===== src/rtl/lsu_ctrl.sv =====
// Load/store unit controller: accepts one request at a time and drives a word-aligned data bus.
// Define LSU_MISALIGN_EN to split misaligned accesses into two bus transactions.
module lsu_ctrl #(
  parameter int unsigned ADDR_WIDTH = 32
) (
  input  logic                  clk,
  input  logic                  rst_n,
  input  logic                  lsu_req_i,
  input  logic                  lsu_we_i,
  input  logic [2:0]            lsu_funct3_i,
  input  logic [ADDR_WIDTH-1:0] lsu_addr_i,
  input  logic [31:0]           lsu_wdata_i,
  output logic                  lsu_ready_o,
  output logic                  lsu_rvalid_o,
  output logic [31:0]           lsu_rdata_o,
  output logic                  lsu_err_o,
  output logic                  data_req_o,
  output logic                  data_we_o,
  output logic [3:0]            data_be_o,
  output logic [ADDR_WIDTH-1:0] data_addr_o,
  output logic [31:0]           data_wdata_o,
  input  logic                  data_gnt_i,
  input  logic                  data_rvalid_i,
  input  logic [31:0]           data_rdata_i
);

  typedef enum logic [2:0] {StIdle, StReq1, StWait1, StReq2, StWait2} state_e;

  function automatic logic is_legal(input logic we, input logic [2:0] f3);
    if (we) begin
      return (f3[2] == 1'b0) && (f3[1:0] != 2'b11);
    end
    return (f3[1:0] != 2'b11) && (f3 != 3'b110);
  endfunction

  // Accesses whose bytes spill past the end of the addressed word.
  function automatic logic is_misaligned(input logic [2:0] f3, input logic [1:0] off);
    return ((f3[1:0] == 2'b01) && (off == 2'b11)) || ((f3[1:0] == 2'b10) && (off != 2'b00));
  endfunction

  state_e                  state_q, state_d;
  logic                    we_q;
  logic [2:0]              funct3_q;
  logic [ADDR_WIDTH-1:0]   addr_q;
  logic [31:0]             wdata_q;
  logic                    rvalid_q, rvalid_d;
  logic                    err_q, err_d;
  logic [31:0]             rdata_q, rdata_d;
  logic                    accept;
  logic                    reject;
  logic [1:0]              off;
  logic [4:0]              sh;
  logic [3:0]              base_be;
  logic [3:0]              be1;
  logic [31:0]             wd1;
  logic [31:0]             ld_raw;
  logic [31:0]             ld_ext;
  logic [ADDR_WIDTH-1:0]   addr1;

`ifdef LSU_MISALIGN_EN
  localparam logic [ADDR_WIDTH-3:0] WordInc = {{(ADDR_WIDTH-3){1'b0}}, 1'b1};

  logic [31:0]             lo_q, lo_d;
  logic                    mis;
  logic [7:0]              be_wide;
  logic [63:0]             wd_wide;
  logic [63:0]             ld_cat;
  logic [ADDR_WIDTH-1:0]   addr2;

  assign reject = !is_legal(lsu_we_i, lsu_funct3_i);
`else
  assign reject = !is_legal(lsu_we_i, lsu_funct3_i) ||
                  is_misaligned(lsu_funct3_i, lsu_addr_i[1:0]);
`endif

  assign accept = (state_q == StIdle) && lsu_req_i;
  assign off    = addr_q[1:0];
  assign sh     = {off, 3'b000};
  assign addr1  = {addr_q[ADDR_WIDTH-1:2], 2'b00};

  always_comb begin
    case (funct3_q[1:0])
      2'b00:   base_be = 4'b0001;
      2'b01:   base_be = 4'b0011;
      default: base_be = 4'b1111;
    endcase
  end

`ifdef LSU_MISALIGN_EN
  assign mis     = is_misaligned(funct3_q, off);
  assign be_wide = {4'b0000, base_be} << off;
  assign wd_wide = {32'h0, wdata_q} << sh;
  assign be1     = be_wide[3:0];
  assign wd1     = wd_wide[31:0];
  assign addr2   = {addr_q[ADDR_WIDTH-1:2] + WordInc, 2'b00};
  // Second response supplies the upper bytes once the first word has been captured.
  assign ld_cat  = (state_q == StWait2) ? {data_rdata_i, lo_q} : {32'h0, data_rdata_i};
  assign ld_raw  = 32'(ld_cat >> sh);
`else
  assign be1     = base_be << off;
  assign wd1     = wdata_q << sh;
  assign ld_raw  = data_rdata_i >> sh;
`endif

  always_comb begin
    case (funct3_q[1:0])
      2'b00:   ld_ext = {{24{~funct3_q[2] & ld_raw[7]}}, ld_raw[7:0]};
      2'b01:   ld_ext = {{16{~funct3_q[2] & ld_raw[15]}}, ld_raw[15:0]};
      default: ld_ext = ld_raw;
    endcase
  end

  always_comb begin
    state_d  = state_q;
    rvalid_d = 1'b0;
    err_d    = 1'b0;
    rdata_d  = rdata_q;
`ifdef LSU_MISALIGN_EN
    lo_d     = lo_q;
`endif
    unique case (state_q)
      StIdle: begin
        if (lsu_req_i) begin
          if (reject) begin
            rvalid_d = 1'b1;
            err_d    = 1'b1;
          end else begin
            state_d = StReq1;
          end
        end
      end
      StReq1: begin
        if (data_gnt_i) state_d = StWait1;
      end
      StWait1: begin
        if (data_rvalid_i) begin
`ifdef LSU_MISALIGN_EN
          if (mis) begin
            lo_d    = data_rdata_i;
            state_d = StReq2;
          end else begin
            rvalid_d = 1'b1;
            rdata_d  = we_q ? 32'h0 : ld_ext;
            state_d  = StIdle;
          end
`else
          rvalid_d = 1'b1;
          rdata_d  = we_q ? 32'h0 : ld_ext;
          state_d  = StIdle;
`endif
        end
      end
`ifdef LSU_MISALIGN_EN
      StReq2: begin
        if (data_gnt_i) state_d = StWait2;
      end
      StWait2: begin
        if (data_rvalid_i) begin
          rvalid_d = 1'b1;
          rdata_d  = we_q ? 32'h0 : ld_ext;
          state_d  = StIdle;
        end
      end
`endif
      default: state_d = StIdle;
    endcase
  end

  always_ff @(posedge clk or negedge rst_n) begin
    if (!rst_n) begin
      state_q  <= StIdle;
      rvalid_q <= 1'b0;
      err_q    <= 1'b0;
      rdata_q  <= 32'h0;
    end else begin
      state_q  <= state_d;
      rvalid_q <= rvalid_d;
      err_q    <= err_d;
      rdata_q  <= rdata_d;
    end
  end

  always_ff @(posedge clk or negedge rst_n) begin
    if (!rst_n) begin
      we_q     <= 1'b0;
      funct3_q <= 3'b000;
      addr_q   <= '0;
      wdata_q  <= 32'h0;
    end else if (accept) begin
      we_q     <= lsu_we_i;
      funct3_q <= lsu_funct3_i;
      addr_q   <= lsu_addr_i;
      wdata_q  <= lsu_wdata_i;
    end
  end

`ifdef LSU_MISALIGN_EN
  always_ff @(posedge clk or negedge rst_n) begin
    if (!rst_n) begin
      lo_q <= 32'h0;
    end else begin
      lo_q <= lo_d;
    end
  end
`endif

  // Bus outputs are only non-zero while a request phase is active.
  always_comb begin
    data_req_o   = 1'b0;
    data_we_o    = 1'b0;
    data_be_o    = 4'b0000;
    data_addr_o  = '0;
    data_wdata_o = 32'h0;
    if (state_q == StReq1) begin
      data_req_o   = 1'b1;
      data_we_o    = we_q;
      data_be_o    = be1;
      data_addr_o  = addr1;
      data_wdata_o = wd1;
    end
`ifdef LSU_MISALIGN_EN
    if (state_q == StReq2) begin
      data_req_o   = 1'b1;
      data_we_o    = we_q;
      data_be_o    = be_wide[7:4];
      data_addr_o  = addr2;
      data_wdata_o = wd_wide[63:32];
    end
`endif
  end

  assign lsu_ready_o  = rst_n && (state_q == StIdle);
  assign lsu_rvalid_o = rvalid_q;
  assign lsu_err_o    = err_q;
  assign lsu_rdata_o  = rdata_q;

endmodule


===== config.mk =====
export PLATFORM = sky130hd
export DESIGN_NAME = lsu_ctrl
export DESIGN_NICKNAME = d
export VERILOG_FILES = /design/src/rtl/lsu_ctrl.sv
export SDC_FILE = /design/constraint.sdc
export NUM_CORES = 1
export LEC_CHECK = 0
export BUFFER_PORTS_ARGS = -buffer_cell sky130_fd_sc_hd__buf_2
export CAP_MARGIN = 15
export CORE_MARGIN = 3
export CORE_UTILIZATION = 32
export DETAILED_ROUTE_END_ITERATION = 12
export GPL_TIMING_DRIVEN = 0
export PLACE_DENSITY = 0.64
export SLEW_MARGIN = 20
export SYNTH_ARGS = -nofsm -noshare
export SYNTH_HDL_FRONTEND = slang
export SYNTH_SLANG_ARGS = --single-unit

===== constraint.sdc =====
create_clock -name clk -period 1.4 [get_ports clk]
set_input_delay 0.07 -clock clk [delete_from_list [all_inputs] [get_ports clk]]
set_output_delay 0.07 -clock clk [all_outputs]
set_load 0.02 [all_outputs]

==> metrics.txt, run 1 <==
ANT nets after route=0; Synth Cell Area=0.00531 mm^2; WL per Instance=21.4 um; post-synthesis average cell area=11.5 um^2; count of pins over their slew limit=0; fillers=1170; largest family of logic cells by synthesized area=multiplexers; ys flop type=dfrtp_1; Clock Path Buffers=2; status=complete, but fails checks; 1st-iter DRT viols=355; Crit. End Element=output pin; WHS=-0.343 ns; die area=0.0182 mm^2; DR vias/cell=5.18; Compound-Gate Fraction of Synth Area=0.116; number of remaining DRC errors=0; count leader, synth=dfrtp_1; HPWL after detailed placement=13.2 mm; Fin. Hold Viols=53; vias in the first global route=5702; core area=0.0161 mm^2; failing checks=negative hold slack, negative setup slack; PwrDens=1500 mW/mm^2; Final Wtd Congestion=0.892; initial antenna violation count=0; layout cell share with drive strength beyond 1=0.638; max cap viols=0; cts hold-fix bufs=74; Crit Path Class=reg -> out; Synth Area in Adders=0; Die H=135 um; share of the synthesized area in the top cell type=0.490; Worst-Margin Slew=0.556 ns; PortBufs=207; Gate Count Post-Synth=462; minimum clock period=1.92 ns; synthesis warning total=0; Worst VDD drop=0.000829 V; ANT cells=0; num rows=46; Layout Nets=916; worst min path class=in -> async; mux share of post-synthesis cell area=0.226; Num CTS Buffers=9; CP Data Arrival Time=1.85 ns; f_max=522 MHz; latest clock arrival within the worst-skew pair=0.36 ns; Synth area leader=dfrtp_1; Overflow after GRT=0; DR pass1 iterations=5; CTS tree=built; clock skew=0.00949 ns; I/O pin total=210; Die Wd=135 um; fin util=0.628; top cells by area, synth=dfrtp_1 49%, mux2_2 16%, mux2i_1 6.0%, and2_1 4.7%, a221o_1 3.0%; xor/xnor cell area share of the yosys netlist=0.00165; Simple-Gate Fraction of Synth Area=0.128; EDFF count, synth=0; # H-tree levels=3; Non-Filler Instances=1032; All-Layer GR Usage=0.231; clock sink count=104; Worst Setup Start Kind=flip-flop; post-placement cell count=887; Slew HR=0.629; Setup WS post-layout=-0.516 ns; distinct cell type count after synthesis=38; sequential element share of the synthesized area=0.490; Worst-path clk slew=0.08 ns; Final period util=1.37; Tot Pwr=0.0152 W; pin count of the biggest net entering global routing=56; Async SR Flop Fraction=1.00; CTS root buffer=clkbuf_16; most frequent cells after synthesis=104 x dfrtp_1, 76 x mux2_2, 40 x and2_1, 32 x mux2i_1, 29 x nor2_1; first-pass GRT wire length=32.3 mm; initial core utilization=0.331; area grow syn2layout=89.8%; Critical Path Fanout Max=10; worst path required time=1.33 ns; Synth Register Bits=104; Final setup viols=171; LEAKAGE=4.80 nW; Vias=5347; RSZ-0062 raised after global routing=true; final wirelength=22.1 mm
-- metrics by stage --
| stage | area, um^2 | TNS (ns) | setup slack (ns) | hold slack (ns) |
|---|---|---|---|---|
| 2_1_floorplan | 5560 | -6.53 | -0.126 | -0.226 |
| 3_3_place_gp | 6870 | -137.89 | -1.04 | 0.267 |
| 3_5_place_dp | 6900 | -46.46 | -0.486 | 0.0692 |
| 4_1_cts | 9690 | -54.30 | -0.446 | -0.316 |
| 5_1_grt | 10100 | -56.62 | -0.579 | -0.303 |
| 6_report | 10100 | -48.44 | -0.516 | -0.343 |
-- per-layer routing --
metal | vias to the layer above | GRT usage | part of all wire
met5 | - | 0 | 0
met4 | 0 | 0.0684 | 0.020
met3 | 50 | 0.0525 | 0.067
met2 | 284 | 0.386 | 0.49
met1 | 2658 | 0.299 | 0.42
li1 | 2355 | - | -
-- critical path, cell delays in order, from the launching register on --
cell and delay, ns:
dfrtp_1 0.34, buf_6 0.14, buf_8 0.19, mux2i_4 0.29, nor2_1 0.06, a21oi_1 0.22
nor2_2 0.07, buf_4 0.17
-- path summary, 6_finish.rpt --
kind / from / end / slack (ns) / cells after the start
worst max-delay path: addr_q[1] / data_wdata_o[17] / -0.52 / 7
worst min-delay path: rst_n / lsu_rdata_o[14] / -0.34 / 1
worst max register to register: addr_q[1] / lsu_rdata_o[23] / -0.45 / 8
worst min register to register: lsu_rdata_o[13] / lsu_rdata_o[13] / 0.49 / 2
max in group asynchronous: rst_n / wdata_q[21] / 1.08 / 2
min in group clk: data_rdata_i[28] / lsu_rdata_o[28] / 0.01 / 2
-- layout by cell type, fill, tap and decap left out, types with 3 or more instances in the layout --
cell type      instances
nor2_2                20
mux2i_2                3
mux2i_4                8
buf_12                19
mux2i_1               21
buf_2                138
nand2_1                9
dfrtp_1              100
a211oi_4               6
buf_4                 30
nor2b_4                4
buf_8                 19
a22o_1                 9
o21ai_1               15
dfrtp_2                4
buf_16                 7
buf_6                 81
nor2_1                 5
and2_4                40
a21oi_2                5
clkbuf_16             12
nor2b_1                3
a221o_1               16
dlygate4sd3_1         74
nand3b_1               8
nor3b_4                3
mux2_4                75
o21ai_0               10
nand2_2                6
a211oi_2              12
nor2_4                 5
a21oi_1               12
-- registers in the layout, summed over array words and instances, names as in the netlist --
signal	cells
addr_q	32
funct3_q	3
lsu_err_o	1
lsu_rdata_o	32
lsu_rvalid_o	1
state_q	2
wdata_q	32
we_q	1
-- area by class of cell --
type | count | area [um^2] | area share
Multi-Input combinational cell | 318 | 3330 | 0.331
Timing Repair Buffer | 342 | 3040 | 0.301
Sequential cell | 104 | 2610 | 0.259
Buffer | 33 | 484 | 0.0480
Tap cell | 216 | 270 | 0.0268
Clock buffer | 10 | 239 | 0.0237
Clock inverter | 6 | 90.1 | 0.00893
Inverter | 3 | 23.8 | 0.00236
-- power by group --
| part | leakage (nW) | internal [W] | switching (W) |
|---|---|---|---|
| clock network | 0.159 | 0.00162 | 0.00120 |
| registers | 1.27 | 0.00390 | 0.000769 |
| logic | 3.37 | 0.00413 | 0.00353 |
-- cells by family (layout without fill, tap and decap cells) --
group,after synthesis,count (layout)
xor gates and xnor gates,1,1
buffers and inverters,41,394
AOI/OAI and AO/OA,90,90
and+or+nand+nor,116,116
muxes,109,109
other,1,2
DFF,104,104
-- repair_timing --
action / CTS / global route
setup endpoints to repair: 171 / 172
pin swaps: 15 / 38
setup buffers: 43 / 13
resized for setup: 314 / 144
cloned: 11 / 3
hold endpoints to repair: 128 / 53
No activity file was read; power rests on OpenSTA's default activity.
==> inputs of run 2 (changes only) <==
- ABC_AREA: not set -> 1
- CORE_ASPECT_RATIO: not set -> 1.25
- GPL_TIMING_DRIVEN: 0 -> not set
- PLACE_DENSITY: 0.64 -> 0.63
==> metrics.txt, run 2 <==
status=complete, but fails checks (unchanged); failing checks=negative setup slack (was negative hold slack, negative setup slack); DR pass1 iterations=6 (was 5); HPWL after detailed placement=12.8 mm (was 13.2 mm); Worst-path clk slew=0.07 ns (was 0.08 ns); 1st-iter DRT viols=453 (was 355); count of pins over their slew limit=0 (unchanged); Slew HR=0.613 (was 0.629); Final period util=1.25 (was 1.37); layout cell share with drive strength beyond 1=0.391 (was 0.638); Internal=0.00842 W (was 0.00965 W); Crit. End Element=output pin (unchanged); EDFF count, synth=0 (unchanged); vias in the first global route=6066 (was 5702); Switch Pwr=0.00639 W (was 0.00550 W); PortBufs=207 (unchanged); CP dominant cell by count=buf_12; Layout Nets=1165 (was 916); max cap viols=0 (unchanged); f_max=570 MHz (was 522 MHz); pin count of the biggest net entering global routing=105 (was 56); final wirelength=21.1 mm (was 22.1 mm); initial antenna violation count=1 (was 0); ys flop type=dfrtp_1 (unchanged); Flop pwr share=0.306 (was 0.308); switching share of total power=0.431 (was 0.363); Worst-Margin Slew=0.580 ns (was 0.556 ns); All-Layer GR Usage=0.207 (was 0.231); ANT cells=0 (unchanged); Crit Path Class=reg -> out (unchanged); Die Wd=123 um (was 135 um); Fin. Hold Viols=0 (was 53); # H-tree levels=3 (unchanged); CP top delay family=flip-flops (was buffers and inverters); sequential element share of the synthesized area=0.476 (was 0.490); num rows=52 (was 46); LEAKAGE=4.82 nW (was 4.80 nW); DR vias/cell=4.88 (was 5.18); Async SR Flop Fraction=1.00 (unchanged); CTS root buffer=clkbuf_16 (unchanged); slowest stage cell, crit path=dfrtp_2 (was dfrtp_1); Final Wtd Congestion=0.939 (was 0.892); Largest stage delay, worst path=0.49 ns (was 0.34 ns); Vias=6252 (was 5347); most frequent cells after synthesis=314 x nand2_1, 104 x dfrtp_1, 86 x nor2_1, 56 x inv_1, 46 x o21ai_0 (was 104 x dfrtp_1, 76 x mux2_2, 40 x and2_1, 32 x mux2i_1, 29 x nor2_1); post-synthesis average cell area=7.27 um^2 (was 11.5 um^2); Worst VDD drop=0.000775 V (was 0.000829 V); number of remaining DRC errors=0 (unchanged); Final setup viols=99 (was 171); Synth Cell Area=0.00546 mm^2 (was 0.00531 mm^2); first-pass GRT wire length=30.7 mm (was 32.3 mm); share of the synthesized area in the top cell type=0.476 (was 0.490); WP depth=5 (was 7); Clock Path Buffers=2 (unchanged); initial core utilization=0.332 (was 0.331); Worst Setup Start Kind=flip-flop (unchanged); area grow syn2layout=72.0% (was 89.8%); top cells by area, synth=dfrtp_1 48%, nand2_1 22%, nor2_1 5.9%, o21ai_0 4.2%, inv_1 3.8% (was dfrtp_1 49%, mux2_2 16%, mux2i_1 6.0%, and2_1 4.7%, a221o_1 3.0%); count leader, synth=nand2_1 (was dfrtp_1); WL per Instance=16.5 um (was 21.4 um); worst min path class=in -> reg (was in -> async); Logic pwr share=0.528 (was 0.505); Num CTS Buffers=9 (unchanged); latest clock arrival within the worst-skew pair=0.35 ns (was 0.36 ns); worst reg-to-reg path cell count=8 (unchanged); Critical Path, Cell by Cell=buf_12 > buf_12 > nor2_1 > o32ai_4 > buf_6 (was buf_6 > buf_8 > mux2i_4 > nor2_1 > a21oi_1 > nor2_2 > buf_4); synthesis warning total=0 (unchanged); Clock Power Share=0.166 (was 0.186); Overflow after GRT=0 (unchanged); Critical Path Fanout Max=12 (was 10); RSZ-0062 raised after global routing=true (unchanged); Synth area leader=dfrtp_1 (unchanged); distinct cell type count after synthesis=27 (was 38); clock sink count=104 (unchanged); hold path depth=3; commonest non-fill, non-tap cell in the layout=nand2_1 (was buf_2); die area=0.0187 mm^2 (was 0.0182 mm^2); PwrDens=1580 mW/mm^2 (was 1500 mW/mm^2); CP Data Arrival Time=1.68 ns (was 1.85 ns); ANT nets after route=0 (unchanged); Gate Count Post-Synth=751 (was 462); Die H=152 um (was 135 um); WHS=0.0188 ns (was -0.343 ns); CTS tree=built (unchanged); clock skew=0.00593 ns (was 0.00949 ns); I/O pin total=210 (unchanged); setup TNS=-19.13 ns (was -48.44 ns); worst path required time=1.33 ns (about the same); Buf/Inv on CP=3 (unchanged); commonest non-fill, non-tap cells in the layout=266 x nand2_1, 138 x buf_2, 102 x dfrtp_1 (was 138 x buf_2, 100 x dfrtp_1, 81 x buf_6); Synth Register Bits=104 (unchanged); Setup WS post-layout=-0.354 ns (was -0.516 ns); core area=0.0165 mm^2 (was 0.0161 mm^2); minimum clock period=1.75 ns (was 1.92 ns)
[run 2: cell count changes after synthesis, moves of 18 or more]
cell	delta
nand2_1	+299
mux2_2	-76
nor2_1	+57
inv_1	+54
and2_1	-40
mux2i_1	-32
nand3_1	+26
o21ai_0	+20
o21ai_1	+19
a211oi_1	-18
[run 2: area by class of cell]
| cell class | instances | area (um^2) |
|---|---|---|
| Multi-Input combinational cell | 540 | 3040 |
| Inverter | 62 | 265 |
| Tap cell | 216 | 270 |
| Clock inverter | 7 | 56.3 |
| Clock buffer | 9 | 225 |
| Fill cell | 1413 | 7070 |
| Timing Repair Buffer | 343 | 2930 |
| Sequential cell | 104 | 2610 |
[run 2: power groups by stage]
stage | clock (W) | sequential (W) | combinational (W)
2_1_floorplan | 0 | 0.00493 | 0.00366
3_3_place_gp | 0 | 0.00453 | 0.00611
3_5_place_dp | 0 | 0.00454 | 0.00617
4_1_cts | 0.00252 | 0.00450 | 0.00675
5_1_grt | 0.00264 | 0.00463 | 0.00845
6_report | 0.00245 | 0.00454 | 0.00782
[run 2: layer usage]
layer / global-route usage / vias to the layer above / share of wire
met2: 0.336 / 302 / 0.50
met4: 0.0891 / 2 / 0.032
li1: - / 2966 / -
met5: 0 / - / 0.00052
met3: 0.0539 / 52 / 0.084
met1: 0.257 / 2930 / 0.39
[run 2: cell families (layout without fill, tap and decap cells)]
| logic type | count (synthesis) | count (layout) | share of synthesized area |
|---|---|---|---|
| flip-flops | 104 | 104 | 0.476 |
| buffers and inverters | 109 | 421 | 0.0944 |
| other | 1 | 2 | 0.000686 |
| AO/OA/AOI/OAI | 98 | 98 | 0.105 |
| AND/OR/NAND/NOR | 439 | 440 | 0.324 |
[run 2: worst paths after layout]
kind | startpoint | slack (ns) | endpoint
setup / recovery | addr_q[0] | -0.35 | data_wdata_o[24]
hold / removal | lsu_funct3_i[1] | 0.02 | funct3_q[1]
setup reg to reg | addr_q[0] | -0.12 | lsu_rdata_o[17]
hold reg to reg | lsu_rdata_o[15] | 0.48 | lsu_rdata_o[15]
max in group asynchronous | rst_n | 0.54 | addr_q[0]
min in group asynchronous | rst_n | 0.41 | addr_q[16]
[run 2: stage by stage]
step                      cells   util  instance area, um^2  worst slack, ns  power (W)
after global routing       1281  0.571                 9400           -0.407     0.0157
after CTS                  1257  0.527                 8670           -0.404     0.0138
after floorplan             752      -                 5840           -0.103    0.00858
after global placement     1172  0.447                 7360          -0.0660     0.0106
final                      1281  0.571                 9400           -0.354     0.0148
after detailed placement   1172  0.447                 7360          -0.0914     0.0107
[run 2: what timing repair did]
item / 4_1_cts / 5_1_grt
pin swaps: 3 / 22
hold endpoints to repair: 170 / 0
setup endpoints to repair: 91 / 140
hold buffers: 67 / 0
gates resized for setup: 118 / 127
gates cloned: 1 / 10
buffers inserted: 1 / 15
[run 2: worst register-to-register path, cell delays in order, from the launching register on]
cell	delay [ns]
dfrtp_2	0.49
clkinv_4	0.12
buf_8	0.16
nand2_4	0.07
nand3_4	0.08
nand3_4	0.17
nand3_4	0.18
nand2_2	0.11
nand2_1	0.05
==> inputs of run 3 (changes only) <==
- ABC_AREA: 1 -> not set
- PLACE_DENSITY: 0.63 -> 0.64
==> metrics.txt, run 3 (synthesis results as in run 1) <==
f_max=553 MHz (was 570 MHz); worst min path class=in -> reg (unchanged); ANT nets after route=0 (unchanged); Largest stage delay, worst path=0.43 ns (was 0.49 ns); Critical Path, Cell by Cell=buf_8 > buf_12 > mux2i_4 > nor2_2 > a21oi_2 > nor2_2 > buf_4 (was buf_12 > buf_12 > nor2_1 > o32ai_4 > buf_6); die area=0.0182 mm^2 (was 0.0187 mm^2); minimum clock period=1.81 ns (was 1.75 ns); CTS tree=built (unchanged); I/O pin total=210 (unchanged); num rows=52 (unchanged); HPWL after detailed placement=12.0 mm (was 12.8 mm); core area=0.0163 mm^2 (was 0.0165 mm^2); number of remaining DRC errors=0 (unchanged); Final period util=1.29 (was 1.25); Vias=5274 (was 6252); area grow syn2layout=93.8% (was 72.0%); layout cell share with drive strength beyond 1=0.666 (was 0.391); Overflow after GRT=0 (unchanged); RSZ-0062 raised after global routing=true (unchanged); commonest non-fill, non-tap cells in the layout=137 x buf_2, 101 x dfrtp_1, 80 x buf_6 (was 266 x nand2_1, 138 x buf_2, 102 x dfrtp_1); PwrDens=1490 mW/mm^2 (was 1580 mW/mm^2); slowest stage cell, crit path=dfrtp_2 (unchanged); latest clock arrival within the worst-skew pair=0.36 ns (was 0.35 ns); WHS=0.0281 ns (was 0.0188 ns); Worst Setup Start Kind=flip-flop (unchanged); Setup WS post-layout=-0.407 ns (was -0.354 ns); Finished Cell Area=0.0103 mm^2 (was 0.00940 mm^2); initial core utilization=0.327 (was 0.332); count of pins over their slew limit=0 (unchanged); clock skew=0.00752 ns (was 0.00593 ns); Buf/Inv on CP=3 (unchanged); Die H=150 um (was 152 um); Worst-Margin Slew=0.572 ns (was 0.580 ns); Placement Cell Area=0.00700 mm^2 (was 0.00736 mm^2); initial antenna violation count=1 (unchanged); Crit Path Class=reg -> out (unchanged); Worst VDD drop=0.000724 V (was 0.000775 V); DR vias/cell=5.12 (was 4.88); pin count of the biggest net entering global routing=105 (unchanged); status=complete, but fails checks (unchanged); Slew HR=0.619 (was 0.613); LEAKAGE=4.83 nW (was 4.82 nW); Clock Path Buffers=2 (unchanged); Die Wd=121 um (was 123 um); CP top delay family=buffers and inverters (was flip-flops); setup TNS=-42.17 ns (was -19.13 ns); max cap viols=0 (unchanged); 1st-iter DRT viols=320 (was 453); Fin. Hold Viols=0 (unchanged); WL per Instance=21.2 um (was 16.5 um); Final Wtd Congestion=0.808 (was 0.939); Final setup viols=173 (was 99); CP dominant cell by count=nor2_2 (was buf_12); Num CTS Buffers=9 (unchanged); failing checks=negative setup slack (unchanged); vias in the first global route=5812 (was 6066); All-Layer GR Usage=0.235 (was 0.207); Crit. End Element=output pin (unchanged); first-pass GRT wire length=32.9 mm (was 30.7 mm); commonest non-fill, non-tap cell in the layout=buf_2 (was nand2_1); DR pass1 iterations=4 (was 6); final wirelength=21.9 mm (was 21.1 mm); CP Data Arrival Time=1.74 ns (was 1.68 ns); Worst-path clk slew=0.08 ns (was 0.07 ns); # H-tree levels=3 (unchanged); Layout Nets=914 (was 1165); CTS root buffer=clkbuf_16 (unchanged); worst path required time=1.33 ns (about the same); Critical Path Fanout Max=7 (was 12); fillers=1214 (was 1413); clock sink count=104 (unchanged); PortBufs=207 (unchanged)
[run 3: timing repair]
action,in CTS,in global routing
hold endpoints to repair,178,0
setup endpoints to repair,170,173
hold buffers,74,0
buffers inserted,32,17
gates resized for setup,354,85
gates cloned,15,5
pin swaps,44,30
[run 3: final timing paths]
kind / startpoint / to / slack [ns] / cells past startpoint
setup / recovery: addr_q[1] / data_wdata_o[17] / -0.41 / 7
hold / removal: data_rdata_i[24] / lsu_rdata_o[24] / 0.03 / 2
setup reg to reg: addr_q[1] / lsu_rdata_o[16] / -0.33 / 7
hold reg to reg: lsu_rdata_o[9] / lsu_rdata_o[9] / 0.49 / 2
max in group asynchronous: rst_n / wdata_q[27] / 0.60 / 3
min in group asynchronous: rst_n / addr_q[29] / 0.38 / 3
[run 3: through the flow]
step	setup slack [ns]	total power [W]	instances	utilization
5_1_grt	-0.460	0.0160	1031	0.633
3_3_place_gp	-0.166	0.00931	887	0.431
6_report	-0.407	0.0153	1031	0.633
3_5_place_dp	-0.171	0.00944	887	0.431
2_1_floorplan	-0.126	0.00773	463	-
4_1_cts	-0.392	0.0147	1024	0.614
[run 3: power by group]
group,internal [W],switching (W)
Combinational,0.00438,0.00359
Clock,0.00141,0.00125
Sequential,0.00390,0.000797
Total,0.00968,0.00564
[run 3: worst register-to-register path, delay by kind of cell (launching register included)]
kind / cells / cell delay, ns
AOI/OAI and AO/OA: 2 / 0.52
buffers and inverters: 3 / 0.43
DFF: 1 / 0.43
muxes: 1 / 0.17
and+or+nand+nor: 1 / 0.07
[run 3: cell type report]
type                       instances  area, um^2  area share
timing repair buffer             373        3580       0.348
antenna                            1        2.50    0.000243
clock buffer                       9         225      0.0219
clock inverter                     7        78.8     0.00766
tap                              216         270      0.0263
sequential                       104        2610       0.253
multi-input combinational        318        3510       0.341
inverter                           3        18.8     0.00182
[run 3: layer usage]
layer	global-route usage	wire, um
met5	0	0
met4	0.109	647
met2	0.429	12200
met1	0.265	7930
met3	0.0412	1140
